### src/rtl/uart_rx_pkg.sv
// Shared types and constants for the oversampled UART receiver.
//   rx_state_t : receiver FSM states
//   DATA_BITS  : payload width
//   PRESCALE_W : width of the clocks-per-bit setting and edge counter
package uart_rx_pkg;
  localparam int DATA_BITS  = 8;
  localparam int PRESCALE_W = 6;

  typedef enum logic [2:0] {
    IDLE,
    START,
    DATA,
    PARITY,
    STOP
  } rx_state_t;
endpackage

### src/rtl/data_sampling.sv
// Mid-bit 2-of-3 majority sampler.
//   clk, rst    : system clock, async active-low reset
//   RX_IN       : serial line
//   edge_cnt    : position inside the current bit (0..Prescale-1)
//   Prescale    : clocks per bit (8, 16 or 32)
//   sampled_bit : majority of the samples taken at P/2-1, P/2, P/2+1
//   sample_done : strobe at P/2+2, the first count where all three samples are held
module data_sampling
  import uart_rx_pkg::*;
(
  input  logic                  clk,
  input  logic                  rst,
  input  logic                  RX_IN,
  input  logic [PRESCALE_W-1:0] edge_cnt,
  input  logic [PRESCALE_W-1:0] Prescale,
  output logic                  sampled_bit,
  output logic                  sample_done
);
  logic [PRESCALE_W-1:0] half;
  logic [2:0]            smp;

  assign half = Prescale >> 1;

  // In IDLE the counter rests at 0, which never matches a sample point,
  // so the held samples stay valid until the next bit's first sample.
  always_ff @(posedge clk or negedge rst) begin
    if (!rst) begin
      smp <= '0;
    end else begin
      if (edge_cnt == half - 6'd1) smp[0] <= RX_IN;
      if (edge_cnt == half)        smp[1] <= RX_IN;
      if (edge_cnt == half + 6'd1) smp[2] <= RX_IN;
    end
  end

  assign sampled_bit = (smp[0] & smp[1]) | (smp[0] & smp[2]) | (smp[1] & smp[2]);
  assign sample_done = (edge_cnt == half + 6'd2);
endmodule

### src/rtl/top.sv
// UART receiver: start + 8 data (LSB first) + optional parity + 1 stop bit.
//   clk, rst   : system clock, async active-low reset
//   RX_IN      : serial line, idles high
//   PAR_EN     : a parity bit follows the data bits
//   PAR_TYP    : 0 even, 1 odd parity
//   Prescale   : clocks per bit (8, 16 or 32)
//   P_DATA     : last error-free byte
//   data_valid : level, set on a good frame, cleared at the next start bit
module top
  import uart_rx_pkg::*;
(
  input  logic                  clk,
  input  logic                  rst,
  input  logic                  RX_IN,
  input  logic                  PAR_EN,
  input  logic                  PAR_TYP,
  input  logic [PRESCALE_W-1:0] Prescale,
  output logic [DATA_BITS-1:0]  P_DATA,
  output logic                  data_valid
);
  rx_state_t              state, nxt;
  logic [PRESCALE_W-1:0]  edge_cnt;
  logic [2:0]             bit_cnt;
  logic [DATA_BITS-1:0]   shreg;
  logic                   par_err, smp_bit, smp_done, bit_end, start_det, par_exp;

  assign bit_end   = (edge_cnt == Prescale - 6'd1);
  assign start_det = (state == IDLE) && !RX_IN;
  assign par_exp   = PAR_TYP ? ~^shreg : ^shreg;

  data_sampling u_smp (
    .clk        (clk),
    .rst        (rst),
    .RX_IN      (RX_IN),
    .edge_cnt   (edge_cnt),
    .Prescale   (Prescale),
    .sampled_bit(smp_bit),
    .sample_done(smp_done)
  );

  always_ff @(posedge clk or negedge rst) begin
    if (!rst) state <= IDLE;
    else      state <= nxt;
  end

  always_comb begin
    nxt = state;
    case (state)
      IDLE:    if (!RX_IN) nxt = START;
      // A start bit that votes high was a glitch.
      START:   if (bit_end) nxt = smp_bit ? IDLE : DATA;
      DATA:    if (bit_end && bit_cnt == 3'(DATA_BITS - 1)) nxt = PAR_EN ? PARITY : STOP;
      PARITY:  if (bit_end) nxt = STOP;
      STOP:    if (bit_end) nxt = IDLE;
      default: nxt = IDLE;
    endcase
  end

  // The detection edge is count 0 of the start bit, so START begins at 1.
  always_ff @(posedge clk or negedge rst) begin
    if (!rst) begin
      edge_cnt <= '0;
      bit_cnt  <= '0;
    end else if (state == IDLE) begin
      edge_cnt <= start_det ? 6'd1 : 6'd0;
      bit_cnt  <= '0;
    end else begin
      edge_cnt <= bit_end ? 6'd0 : edge_cnt + 6'd1;
      if (state == DATA && bit_end) bit_cnt <= bit_cnt + 3'd1;
    end
  end

  always_ff @(posedge clk or negedge rst) begin
    if (!rst) begin
      shreg      <= '0;
      par_err    <= 1'b0;
      P_DATA     <= '0;
      data_valid <= 1'b0;
    end else begin
      if (start_det) begin
        data_valid <= 1'b0;
        par_err    <= 1'b0;
      end
      if (smp_done) begin
        case (state)
          DATA:   shreg   <= {smp_bit, shreg[DATA_BITS-1:1]};
          PARITY: par_err <= (smp_bit != par_exp);
          STOP: begin
            // A bad frame leaves the previous byte and flag untouched.
            if (smp_bit && !par_err) begin
              P_DATA     <= shreg;
              data_valid <= 1'b1;
            end
          end
          default: ;
        endcase
      end
    end
  end
endmodule

### config.mk
export PLATFORM = sky130hd
export DESIGN_NAME = top
export DESIGN_NICKNAME = d
export VERILOG_FILES = /design/src/rtl/uart_rx_pkg.sv /design/src/rtl/data_sampling.sv /design/src/rtl/top.sv
export SDC_FILE = /design/constraint.sdc
export NUM_CORES = 1
export LEC_CHECK = 0
export ABC_AREA = 1
export BUFFER_PORTS_ARGS = -buffer_cell sky130_fd_sc_hd__buf_2
export CORE_MARGIN = 3
export CORE_UTILIZATION = 50
export DETAILED_ROUTE_END_ITERATION = 10
export GPL_TIMING_DRIVEN = 0
export PLACE_DENSITY = 0.69
export SLEW_MARGIN = 20
export SYNTH_ARGS = -nofsm -noshare
export SYNTH_HDL_FRONTEND = slang
export SYNTH_HIERARCHICAL = 1
export SYNTH_SLANG_ARGS = --single-unit
### constraint.sdc
create_clock -name clk -period 2.4 [get_ports clk]
set_input_delay 0.48 -clock clk [delete_from_list [all_inputs] [get_ports clk]]
set_output_delay 0.48 -clock clk [all_outputs]
set_load 0.01 [all_outputs]
# Yosys cells after proc, flatten, opt, wreduce, memory -nomap -nowiden
# Index checks and enable logic that the tools add are counted.
dict set report word_totals {
  mem_bits_ro 0
  ramBits 0
  latch_bits 0
  regBits 33
  mem_count 0
  inputBits 11
  word_cells 71
}
dict set report classes {
  n_mux 21
  shifts 0
  n_bitwise 5
  n_mul 0
  div 0
  eq_ne 16
  reduce_logical 13
  order_cmp 0
  add_sub_neg 6
}
# operator count
set op_table {}
lappend op_table {{== test 6 bit} 4}
lappend op_table {{two-way mux 3 bit} 8}
lappend op_table {{one-hot mux 3 bit (5 select lines)} 1}
lappend op_table {{two-way mux 6 bit} 2}
lappend op_table {{!= test 2 bit (second input constant)} 5}
lappend op_table {{two-way mux 1 bit} 9}
lappend op_table {{XNOR reduction 8 bit} 1}
lappend op_table {{XOR reduction 8 bit} 1}
lappend op_table {{adder 5 x 1 -> 6 bit (second input constant)} 1}
lappend op_table {{adder 5 x 2 -> 6 bit (second input constant)} 1}
lappend op_table {{adder 6 x 1 -> 6 bit (second input constant)} 1}
lappend op_table {{== test 3 x 2 -> 1 bit (second input constant)} 2}
lappend op_table {{== test 3 bit (second input constant)} 2}
lappend op_table {{== test 6 x 5 -> 1 bit} 1}
lappend op_table {{subtractor 5 x 1 -> 6 bit (second input constant)} 1}
lappend op_table {{subtractor 6 x 1 -> 6 bit (second input constant)} 1}
lappend op_table {{AND reduction 5 bit} 1}
lappend op_table {{logical AND 1 bit} 4}
lappend op_table {{adder 3 x 1 -> 3 bit (second input constant)} 1}
lappend op_table {{AND 1 bit} 3}
lappend op_table {{== test 3 x 1 -> 1 bit (second input constant)} 1}
lappend op_table {{logical NOT 3 bit} 1}
lappend op_table {{AND reduction 3 bit} 1}
lappend op_table {{logical NOT 1 bit} 2}
lappend op_table {{5 further kinds} 6}

# Logic depth before layout (Yosys ltp)
# Gate-level depths: netlist of run 1.
dict set report logic_depth {
  word_depth 7
  depth_mapped 13
}

# By module
# Netlist of run 1, hierarchy kept.
# module cells_per_inst instances area_per_inst_um2
set by_module_without_submodules {}
lappend by_module_without_submodules {top 210 1 1692.9}
lappend by_module_without_submodules {data_sampling 114 1 605.6}

# Worst setup path after synthesis of run 1
# Ideal clock, no wire load.
dict set report synth_timing {
  path_kind {in2reg}
  start {in Prescale[2]}
  end {reg P_DATA[3]}
  arrival_ns 1.871
  setup_slack_ns 0.398
  required_ns 2.269
  cell_stages 10
  n_path_buf 1
  path_cell_list {inv_1 -> ha_1 -> xor2_1 -> nor2_1 -> nand3_1 -> nor3_1 -> nand3_1 -> clkbuf_1 -> nand2_1 -> o21ai_0}
}
dict set report synth_via {
  elab_chain_len 3
}
# element line_no
set synth_lines {}
lappend synth_lines {{start, declared} top.sv:17} ;# input logic [PRESCALE_W-1:0] Prescale,
lappend synth_lines {{adder 5 x 2 -> 6 bit} data_sampling.sv:37} ;# assign sample_done = (edge_cnt == half + 6'd2);
lappend synth_lines {{== test 6 bit} data_sampling.sv:37}
lappend synth_lines {{named net smp_done} top.sv:25} ;# logic par_err, smp_bit, smp_done, bit_end, start_det, par_exp;
lappend synth_lines {{AND reduction 3 bit (no line)} n/a}
lappend synth_lines {{end signal, assigned} top.sv:91} ;# P_DATA <= shreg;
lappend synth_lines {{end, declared} top.sv:18} ;# output logic [DATA_BITS-1:0] P_DATA,
# The timed path passes the listed nets, and every way through them passes these cells.
# A chain may end at the register's enable or synchronous reset.

# Worst setup path after layout of run 1
dict set report layout_timing {
  start {in Prescale[2]}
  end {reg shreg[6]}
}
dict set report layout_via {
  elab_chain_len 3
}
# element line_no
set layout_lines {}
lappend layout_lines {{adder 5 x 2 -> 6 bit} data_sampling.sv:37}
lappend layout_lines {{== test 6 bit} data_sampling.sv:37}
lappend layout_lines {{named net smp_done} top.sv:25}
lappend layout_lines {{AND reduction 2 bit (no line)} n/a}
lappend layout_lines {{end signal, assigned} top.sv:86} ;# DATA: shreg <= {smp_bit, shreg[DATA_BITS-1:1]};
lappend layout_lines {{end, declared} top.sv:24} ;# logic [DATA_BITS-1:0] shreg;
# The timed path passes the listed nets, and every way through them passes these cells.

==> flow_metrics.env, run 1 <==
export IMPL_start_util=0.5243
export IMPL_status="finished, final reports clean"
export IMPL_syn_inst=324
export IMPL_synth_top_area_cell="dfrtp_1"
export IMPL_p_per_area_nw_per_um2=802.1
export IMPL_required_ns=2.55
export IMPL_fp_dieW_um=73.80
export IMPL_slew_headroom=0.5152
export IMPL_path_clk_slew_ns=0.07
export IMPL_whs_ns=0.2396
export IMPL_cts_hold_buffers=0
export IMPL_worst_setup_path_start_kind="input port"
export IMPL_cts_root_buf="clkbuf_8"
export IMPL_cp_startpoint="Prescale[2]"
export IMPL_cts_buffer_depth=2
export IMPL_fin_nets=369
export IMPL_p_total_mw=2.066
export IMPL_combPwrFrac=0.406
export IMPL_arrival_ns=2.34
export IMPL_rows=24
export IMPL_place_inst=395
export IMPL_h_tree_depth=2
export IMPL_grt_pass1_vias=1889
export IMPL_grt_pass1_wl_um=8376
export IMPL_numPortBuffers=19
export IMPL_diodes=0
export IMPL_wl_per_cell_um=11.84
export IMPL_ant_nets=0
export IMPL_avgViaCountPerCell=4.988
export IMPL_switching_power_mw=0.8537
export IMPL_cts_buffers=5
export IMPL_yosysWarningCount=6
export IMPL_yosysMostFrequentCell="nand2_1"
export IMPL_ys_seq_area_frac=0.3593
export IMPL_drive_gt1_frac=0.1510
export IMPL_r2r_start="edge_cnt[4]"
export IMPL_worstSetupPathType="input port to flip-flop"
export IMPL_rsz0062_at_grt="false"
export IMPL_peakVddDrop_mv=0.6591
export IMPL_p_clk_frac=0.225
export IMPL_netlist_area_leader_share=0.3593
export IMPL_layout_area_seq_um2=825.8
export IMPL_totalWireLength_um=4772
export IMPL_core_area_um2=4384
export IMPL_rrSetupSlack_ns=0.41
export IMPL_p_int_mw=1.213
export IMPL_synth_nets=343
export IMPL_drv_cap=0
export IMPL_finalCritPeriodShare=0.9136
export IMPL_vias=2010
export IMPL_ios=20
export IMPL_tightestPinTransition_ns=0.7272
export IMPL_synthFlopType="dfrtp_1"
export IMPL_gr_total_overflow=0
export IMPL_drt_iter0_markers=126
export IMPL_end_kind="flip-flop"
export IMPL_synthArstFlopShare=1.000
export IMPL_die_area_um2=5446
export IMPL_min_path_type="input port to asynchronous set/reset pin"
export IMPL_post_route_util=0.5876
export IMPL_tritoncts="yes"
export IMPL_antenna_found_initial=0
export IMPL_clk_latency_ns=0.29
export IMPL_multi_input_area_um2=1306
export IMPL_swShare=0.4132
export IMPL_layout_min_cycle_time_ns=2.193
export IMPL_leakage_nw=1.344
export IMPL_ys_ff_latch=33
export IMPL_p_seq_frac=0.370
export IMPL_chipHeight_um=73.80
export IMPL_placed_area_um2=2459
export IMPL_grt_usage=0.2016
export IMPL_nFillCells=401
export IMPL_drc=0
export IMPL_hold_viol=0
export IMPL_slew_viol_final=0
export IMPL_synthesis_area_um2=2298
export IMPL_fmax_ghz=0.4561
export IMPL_synthToLayoutAreaGrowth_pct=12.08
export IMPL_finClkSkew_ns=0.009010
export IMPL_gp_congestion=0.9025
export IMPL_synth_area_leaders="dfrtp_1 36%, nand2_1 19%, nand3_1 7.0%"
export IMPL_cp_max_fo=10
export IMPL_dp_hpwl_um=3715
export IMPL_finalSetupViolCount=0
export IMPL_finalNonFillerCells=403
export IMPL_synth_edf_count=0
export IMPL_drt_first_pass_iters=4
export IMPL_grt_max_degree=34
export IMPL_clock_sinks=33
export IMPL_synth_cell_types=29
export IMPL_postSynthAreaPerCell_um2=7.094
export IMPL_ys_top_cells_by_count="114 x nand2_1, 41 x inv_1, 33 x dfrtp_1, 32 x nand3_1, 21 x nor2_1"
export IMPL_fin_area_um2=2576
[timing repair]
action	in CTS	in global routing
gates resized for setup	2	1
setup buffers	0	0
hold endpoints to repair	0	0
pin swaps	0	0
gates cloned	0	0
setup endpoints to repair	7	7
[metal layers]
metal / track usage / vias to the layer above / wire [µm]
li1: - / 1072 / -
met1: 0.2749 / 906 / 2345
met2: 0.3120 / 28 / 2222
met3: 0.05746 / 4 / 170
met4: 0.05634 / 0 / 34
met5: 0 / - / 0
[cell type report]
type / instances / share of cell area
repair buffers: 19 / 0.03691
flip-flops and latches: 33 / 0.3205
well taps: 52 / 0.02525
inverters: 46 / 0.06799
clock buffers: 7 / 0.03740
plain buffers: 2 / 0.002914
clock inverters: 1 / 0.001943
multi-input cells: 243 / 0.5070
[worst max-delay path, cell delays in order]
cell and delay (ns):
buf_2 0.20, inv_1 0.11, ha_1 0.31, xor2_1 0.14, nor2_1 0.09, nand3_1 0.12
nor3_4 0.22, nand2_1 0.22, clkbuf_1 0.26, nand2_1 0.09, o21ai_0 0.09
[sequential cells by signal, indices dropped and copies added, names as in the netlist]
| signal | cells |
|---|---|
| P_DATA | 8 |
| bit_cnt | 3 |
| data_valid | 1 |
| edge_cnt | 6 |
| par_err | 1 |
| shreg | 8 |
| state | 3 |
| u_smp/smp | 3 |
[stage by stage]
step                      setup WS, ns  TNS (ns)
final                           0.2074         0
after global routing           0.02494         0
after CTS                       0.1582         0
after detailed placement       -0.3786    -4.503
after global placement         -0.3169    -3.696
after floorplan                 0.3976         0
[worst paths after layout]
kind	endpoint	cells past startpoint
max	shreg[6]	11
min	P_DATA[1]	1
max reg2reg	shreg[6]	10
min reg2reg	data_valid	2
max in group asynchronous	state[2]	1
min in group clk	data_valid	2
[kinds of logic after synthesis]
family / share of synthesized area
AO/OA/AOI/OAI: 0.05117
flip-flops: 0.3593
AND/OR/NAND/NOR: 0.3729
buffers and inverters: 0.07948
adder cells (fa/ha/maj): 0.04791
XOR/XNOR: 0.08438
multiplexers: 0.004899
[power groups by stage]
stage | logic [mW] | clock network [mW] | registers [mW]
2_1_floorplan | 0.669 | 0 | 0.742
3_3_place_gp | 0.809 | 0 | 0.770
3_5_place_dp | 0.832 | 0 | 0.775
4_1_cts | 0.843 | 0.472 | 0.764
5_1_grt | 0.968 | 0.506 | 0.784
6_report | 0.838 | 0.464 | 0.764
[placed cells by master, fill, tap and decap left out, drive strengths merged]
cell type  instances
xor2               9
a211oi             1
a32o               1
nor3b              1
clkinv             1
nand3             33
nor3               6
xnor2             11
a21oi              1
mux2               1
clkbuf             9
o21ai             19
inv               46
nand3b             2
dfrtp             33
maj3               1
or2                1
nor2              29
ha                 8
buf               19
nand2            119
No activity file was read; power rests on OpenSTA's default activity.
==> run 2: changes to the inputs <==
Settings changed: PLACE_DENSITY 0.69 to 0.75.
==> flow_metrics.env, run 2 (synthesis results as in run 1) <==
export IMPL_status="finished, final reports clean"
export IMPL_fin_nets=369
export IMPL_finalSetupViolCount=0
export IMPL_antenna_found_initial=0
export IMPL_min_path_type="input port to asynchronous set/reset pin"
export IMPL_dp_hpwl_um=3530
export IMPL_die_area_um2=5446
export IMPL_placed_area_um2=2459
export IMPL_totalWireLength_um=4591
export IMPL_start_util=0.5243
export IMPL_grt_pass1_wl_um=8107
export IMPL_cp_max_fo=10
export IMPL_avgViaCountPerCell=5.082
export IMPL_end_kind="flip-flop"
export IMPL_cts_hold_buffers=0
export IMPL_tightestPinTransition_ns=0.7141
export IMPL_post_route_util=0.5833
export IMPL_final_cell_mix="114 x nand2_1, 41 x inv_1, 33 x dfrtp_1, 31 x nand3_1, 21 x nor2_1"
export IMPL_drc=0
export IMPL_p_per_area_nw_per_um2=782.1
export IMPL_worst_setup_path_start_kind="input port"
export IMPL_hold_viol=0
export IMPL_required_ns=2.60
export IMPL_nFillCells=427
export IMPL_clk_latency_ns=0.29
export IMPL_leakage_nw=1.340
export IMPL_drive_gt1_frac=0.1567
export IMPL_slew_headroom=0.5239
export IMPL_gp_congestion=0.9022
export IMPL_chipHeight_um=73.80
export IMPL_core_area_um2=4384
export IMPL_r2r_start="edge_cnt[0]"
export IMPL_clock_sinks=33
export IMPL_arrival_ns=2.35
export IMPL_cp_startpoint="Prescale[2]"
export IMPL_path_clk_slew_ns=0.07
export IMPL_tritoncts="yes"
export IMPL_synthToLayoutAreaGrowth_pct=11.27
export IMPL_peakVddDrop_mv=0.5380
export IMPL_grt_usage=0.1912
export IMPL_finClkSkew_ns=0.01181
export IMPL_post_cts_repair_setup_buffers=0
export IMPL_vias=2048
export IMPL_largest_registers="P_DATA (8), shreg (8), edge_cnt (6)"
export IMPL_ios=20
export IMPL_cts_buffers=5
export IMPL_layout_min_cycle_time_ns=2.148
export IMPL_ant_nets=0
export IMPL_cts_root_buf="clkbuf_8"
export IMPL_grt_pass1_vias=1915
export IMPL_drt_iter0_markers=87
export IMPL_cts_buffer_depth=2
export IMPL_diodes=0
export IMPL_fin_area_um2=2557
export IMPL_wl_per_cell_um=11.39
export IMPL_setup_tns_ns=0
export IMPL_numPortBuffers=19
export IMPL_finalCritPeriodShare=0.8951
export IMPL_fmax_ghz=0.4655
export IMPL_r2r_cells=10
export IMPL_drv_cap=0
export IMPL_h_tree_depth=2
export IMPL_fp_dieW_um=73.80
export IMPL_grt_max_degree=34
export IMPL_final_common_cell="nand2_1"
export IMPL_rsz0062_at_grt="false"
export IMPL_worstSetupPathType="input port to flip-flop"
export IMPL_rows=24
export IMPL_gr_total_overflow=0
export IMPL_slew_viol_final=0
export IMPL_drt_first_pass_iters=5
run 2: cell count changes in the layout (fill, tap and decap cells not counted), sizes merged:
| cell | previous run | this run |
|---|---|---|
| clkinvlp | 0 | 1 |
| clkbuf | 9 | 7 |
| clkinv | 1 | 2 |
run 2: worst paths after layout:
| kind | endpoint | slack, ns |
|---|---|---|
| max in group asynchronous | bit_cnt[1] | 1.70 |
| max reg2reg | shreg[2] | 0.45 |
| min reg2reg | u_smp/smp[1] | 0.47 |
| min | edge_cnt[0] | 0.24 |
| min in group clk | u_smp/smp[1] | 0.47 |
| max | shreg[2] | 0.25 |
run 2: power breakdown:
group          switching, mW  leakage, nW  internal, mW
Clock                  0.208       0.0439         0.200
Sequential             0.112        0.447         0.649
Combinational          0.529        0.849         0.303
Total                  0.848         1.34          1.15
run 2: cell type report:
cell class / instances / area [µm²] / area share
multi-input cells: 243 / 1300 / 0.5083
well taps: 52 / 65.06 / 0.02544
repair buffers: 19 / 95.09 / 0.03718
flip-flops and latches: 33 / 825.8 / 0.3229
plain buffers: 2 / 10.01 / 0.003914
clock buffers: 5 / 68.82 / 0.02691
clock inverters: 3 / 17.52 / 0.006849
inverters: 46 / 175.2 / 0.06849
run 2: critical path, cell delays in order:
cell      delay (ns)
buf_2           0.21
inv_1           0.11
ha_1            0.32
xor2_1          0.14
nor2_1          0.10
nand3_1         0.10
nor3_2          0.22
nand2_1         0.23
clkbuf_2        0.24
o21ai_0         0.20
run 2: what timing repair did:
item                       CTS  global route
hold endpoints to repair     0             0
setup endpoints to repair    2            16
gates resized for setup      1             5
run 2: per-stage QoR:
step | setup slack [ns] | std cells | hold WS [ns] | power (mW)
final | 0.2517 | 403 | 0.2384 | 2.000
after global routing | 0.03935 | 403 | 0.2840 | 2.180
after CTS | 0.05461 | 403 | 0.2644 | 2.018
after detailed placement | -0.3214 | 395 | 0.4683 | 1.599
after global placement | -0.2690 | 395 | 0.4645 | 1.575
after floorplan | 0.3976 | 324 | 0.1844 | 1.411
run 2: metal layers:
layer | part of all wire | track usage | up-vias
met4 | 0.013 | 0.06640 | 0
met2 | 0.49 | 0.3228 | 37
met1 | 0.45 | 0.2425 | 943
met3 | 0.043 | 0.03694 | 6
li1 | - | - | 1062
met5 | 0 | 0 | -
